`src/rtl/coin_acceptor.sv`:
```
// rtl/coin_acceptor.sv - coin chute front end: sync, debounce, classify, lockout, count
// Emits one-cycle coin codes for the vending FSM; reject flags refused or ambiguous insertions.
module coin_acceptor #(
   parameter int DEBOUNCE_CYCLES = 4,
   parameter int LOCKOUT_CYCLES  = 8
) (
   input  logic       clk,
   input  logic       reset,
   input  logic       sense_5,
   input  logic       sense_10,
   input  logic       enable,
   output logic [1:0] coin,
   output logic       reject,
   output logic       busy,
   output logic [7:0] coin_count
);

   localparam int DW          = (DEBOUNCE_CYCLES > 1) ? $clog2(DEBOUNCE_CYCLES) : 1;
   localparam int INIT_CYCLES = DEBOUNCE_CYCLES + 2;
   localparam int CNT_MAX     = (INIT_CYCLES > LOCKOUT_CYCLES) ? INIT_CYCLES : LOCKOUT_CYCLES;
   localparam int CW          = $clog2(CNT_MAX + 1);

   typedef enum logic [1:0] {S_INIT, S_IDLE, S_LOCKOUT, S_WAIT_CLEAR} state_t;

   // Bit 0 carries the 5-rupee sensor, bit 1 the 10-rupee sensor.
   logic [1:0]    raw;
   logic [1:0]    sync1_q, sync2_q, filt_q, filt_dly_q, rise;
   logic [DW-1:0] deb_cnt_q [2];

   state_t        state_q, state_d;
   logic [CW-1:0] cnt_q, cnt_d;
   logic [1:0]    coin_q, coin_d;
   logic          reject_q, reject_d;
   logic [7:0]    count_q, count_d;

   assign raw  = {sense_10, sense_5};
   assign rise = filt_q & ~filt_dly_q;

   always_ff @(posedge clk or posedge reset) begin
      if (reset) begin
         sync1_q      <= '0;
         sync2_q      <= '0;
         filt_q       <= '0;
         filt_dly_q   <= '0;
         deb_cnt_q[0] <= '0;
         deb_cnt_q[1] <= '0;
      end else begin
         sync1_q    <= raw;
         sync2_q    <= sync1_q;
         filt_dly_q <= filt_q;
         for (int i = 0; i < 2; i++) begin
            if (sync2_q[i] != filt_q[i]) begin
               if (deb_cnt_q[i] == DW'(DEBOUNCE_CYCLES - 1)) begin
                  filt_q[i]    <= sync2_q[i];
                  deb_cnt_q[i] <= '0;
               end else begin
                  deb_cnt_q[i] <= deb_cnt_q[i] + 1'b1;
               end
            end else begin
               deb_cnt_q[i] <= '0;
            end
         end
      end
   end

   always_ff @(posedge clk or posedge reset) begin
      if (reset) begin
         state_q  <= S_INIT;
         cnt_q    <= '0;
         coin_q   <= 2'b00;
         reject_q <= 1'b0;
         count_q  <= 8'd0;
      end else begin
         state_q  <= state_d;
         cnt_q    <= cnt_d;
         coin_q   <= coin_d;
         reject_q <= reject_d;
         count_q  <= count_d;
      end
   end

   // INIT always passes through WAIT_CLEAR so a sensor held across reset cannot count.
   always_comb begin
      state_d = state_q;
      cnt_d   = cnt_q;
      case (state_q)
         S_INIT: begin
            if (cnt_q == CW'(INIT_CYCLES - 1)) begin
               state_d = S_WAIT_CLEAR;
               cnt_d   = '0;
            end else begin
               cnt_d = cnt_q + 1'b1;
            end
         end
         S_IDLE: begin
            if (|rise) begin
               state_d = S_LOCKOUT;
               cnt_d   = '0;
            end
         end
         S_LOCKOUT: begin
            if (cnt_q == CW'(LOCKOUT_CYCLES - 1)) begin
               state_d = S_WAIT_CLEAR;
               cnt_d   = '0;
            end else begin
               cnt_d = cnt_q + 1'b1;
            end
         end
         default: begin
            if (filt_q == 2'b00) state_d = S_IDLE;
         end
      endcase
   end

   always_comb begin
      coin_d   = 2'b00;
      reject_d = 1'b0;
      count_d  = count_q;
      if (state_q == S_IDLE && (|rise)) begin
         if (enable && rise != 2'b11) begin
            coin_d = rise;
            if (count_q != 8'hFF) count_d = count_q + 8'd1;
         end else begin
            reject_d = 1'b1;
         end
      end
   end

   assign coin       = coin_q;
   assign reject     = reject_q;
   assign busy       = (state_q != S_IDLE);
   assign coin_count = count_q;

endmodule

```
`config.mk`:
```
export PLATFORM = sky130hd
export DESIGN_NAME = coin_acceptor
export DESIGN_NICKNAME = d
export VERILOG_FILES = /design/src/rtl/coin_acceptor.sv
export SDC_FILE = /design/constraint.sdc
export NUM_CORES = 1
export LEC_CHECK = 0
export BUFFER_PORTS_ARGS = -buffer_cell sky130_fd_sc_hd__buf_2
export CAP_MARGIN = 20
export CORE_MARGIN = 2
export CORE_UTILIZATION = 61
export CTS_CLUSTER_DIAMETER = 150
export DETAILED_ROUTE_END_ITERATION = 7
export PLACE_DENSITY = 0.83
export SYNTH_ARGS = -nofsm -noshare
export SYNTH_HDL_FRONTEND = slang
export SYNTH_SLANG_ARGS = --single-unit
export TNS_END_PERCENT = 30
```
`constraint.sdc`:
```
create_clock -name clk -period 3.4 [get_ports clk]
set_clock_uncertainty 0.15 [all_clocks]
set_input_delay 0.51 -clock clk [delete_from_list [all_inputs] [get_ports clk]]
set_output_delay 0.51 -clock clk [all_outputs]
set_load 0.005 [all_outputs]
```
==> results.cfg <==
[pwr]
power.density_nw_per_um2 = 869.6
vdd_drop_max_v = 0.0005396
power.total_mw = 1.419
p_leak_nw = 0.7893

[final_layout]
layout_commonest_cell = dfrtp_1
diodes = 0
regArea_um2 = 725.7
drive_above_1_share_pct = 30.00
areaGrowthSynthToFinish_pct = 13.99
multi_input_area_um2 = 683.2
nFillCells = 144
nets = 156
layoutNonFillerInstCount = 168
final_cell_mix = dfrtp_1 (29), buf_2 (16), ha_1 (12)

[clocking]
cts_resized = 0
cts_sinks = 29
htreeDepth = 2
cts_buffers = 5
path_clk_slew_ps = 90
clkLatencyLatePin_ps = 330
cts_tree = yes
hold_buffers = 0
postCtsSetupBuffers = 0
clk_path_buf_depth = 2
cts_root_buf = clkbuf_4

[critical_path]
crit_arrival_ps = 1430
reg2reg_depth = 6
worstPathRequired_ps = 2740
end_kind = output pin
cp-start-kind = flop
cp_max_fo = 5
rrSetupSlack_ps = 1320
r2r_start = state_q[0]
timing.rr.end = cnt_q[3]
critPathKind = reg2out

[timing]
fin_crit_sh_pct = 61.34
slew_viol_final = 0
setup_viol = 0
min_period_ps = 2085
fmax_ghz = 0.4795
hold_viol = 0
hold_ws_ps = 64.21
worst_pin_slew_ps = 564.3
fin_tns_setup_ps = 0
relSlewSlack_pct = 62.34
rsz0062_at_grt = no

[logic_synthesis]
yosysSeqAreaShare_pct = 50.70
syn_nets = 132
ys.flop_type = dfrtp_1
syn_area_um2 = 1431
synth_cells = 115
async_flop_share_pct = 100.0
ys_warn_count = 0
ys_ff_latch = 29
syn_area_per_cell_um2 = 12.45
synth_edf_count = 0
synth_cell_types = 34

[global_route]
grt_max_degree = 30
grt_pass1_wl_um = 4015
track_usage_pct = 21.16
grt_pass1_vias = 947
grt.overflow.total = 0
antenna_found_initial = 0

[place]
numPortBuffers = 16
dp_hpwl_um = 1684
dp.cells = 159
routabilityCongestion = 0.7661

[die]
ioPinCount = 17
design.die.area_um2 = 2750
fp.dieW_um = 52.44
start_util_pct = 64.71
fp.coreArea_um2 = 2212
die_y_um = 52.44
rows = 17

[route]
avgViaCountPerCell = 5.411
wl_per_cell_um = 14.20
drt_iter0_drc = 4
drc = 0
vias = 909
drtPass1Iterations = 4
ant_nets = 0
totalWireLength_um = 2385

[run]
max_cap_viol_count = 0

[hold_path]
hold_path.class = in2async

[run_status]
outcome = finished, final reports clean
power breakdown:
group	switching, mW	internal (mW)
Clock	0.122	0.120
Sequential	0.109	0.451
Combinational	0.327	0.290
routing by layer:
| layer | wire (um) | global-route usage (%) |
|---|---|---|
| met5 | 0 | 0 |
| met2 | 1205 | 35.83 |
| met4 | 48 | 13.25 |
| met3 | 92 | 6.286 |
| met1 | 1038 | 22.87 |
cell families (layout without fill, tap and decap cells):
kind of cell	Yosys count	after routing	share of synthesized area, %
adder cells (fa/ha/maj)	13	13	11.19
AO/OA/AOI/OAI	15	15	7.431
XOR/XNOR	7	7	5.595
flip-flops	29	29	50.70
multiplexers	8	8	6.643
buffers and inverters	6	31	1.573
AND/OR/NAND/NOR	37	37	16.87
worst max-delay path: stages, from the launching register on:
cell	delay, ps
dfrtp_1	430
inv_1	140
ha_1	300
inv_1	90
buf_2	130
registers in the layout, summed over array words and instances (netlist names):
signal      count
cnt_q           4
coin            2
coin_count      8
deb_cnt_q       4
filt_dly_q      2
filt_q          2
reject          1
state_q         2
sync1_q         2
sync2_q         2
per-stage QoR:
step / worst slack, ps / util [%] / cell area (um2)
after detailed placement: 1345 / 69.91 / 1546
final: 1315 / 73.76 / 1632
after floorplan: 1502 / - / 1431
after CTS: 1310 / 73.08 / 1617
after global routing: 1182 / 73.76 / 1632
after global placement: 1450 / 69.91 / 1546
Yosys cell counts (all sizes together), types with 3 or more instances:
cell type | instances | area, um2
mux2 | 6 | 75.07
dfrtp | 29 | 725.7
inv | 6 | 22.52
xnor2 | 6 | 71.32
a21oi | 6 | 30.03
nand2 | 6 | 22.52
nor2b | 4 | 25.02
nor3 | 3 | 26.28
ha | 12 | 150.1
nand3 | 3 | 15.01
o21ai | 3 | 15.01
nand2b | 5 | 46.30
nand4 | 4 | 25.02
nor2 | 6 | 27.52
final cells by class:
type / instances / area share [%]
multi-input combinational: 80 / 41.87
tap: 28 / 2.147
timing repair buffer: 17 / 5.828
clock inverter: 1 / 0.3067
inverter: 6 / 1.380
clock buffer: 7 / 3.988
sequential: 29 / 44.48
how the worst max path moves through the flow:
stage / startpoint / endpoint / slack, ps / cells after the start
floorplan: state_q[0] / cnt_q[3] / 1500 / 6
global placement: state_q[1] / coin_count[1] / 1450 / 5
detailed placement: state_q[0] / cnt_q[3] / 1340 / 6
CTS: state_q[1] / busy / 1310 / 4
global route: state_q[0] / cnt_q[3] / 1180 / 6
finish: state_q[1] / busy / 1310 / 4
Power figures use the tool's default switching activity.
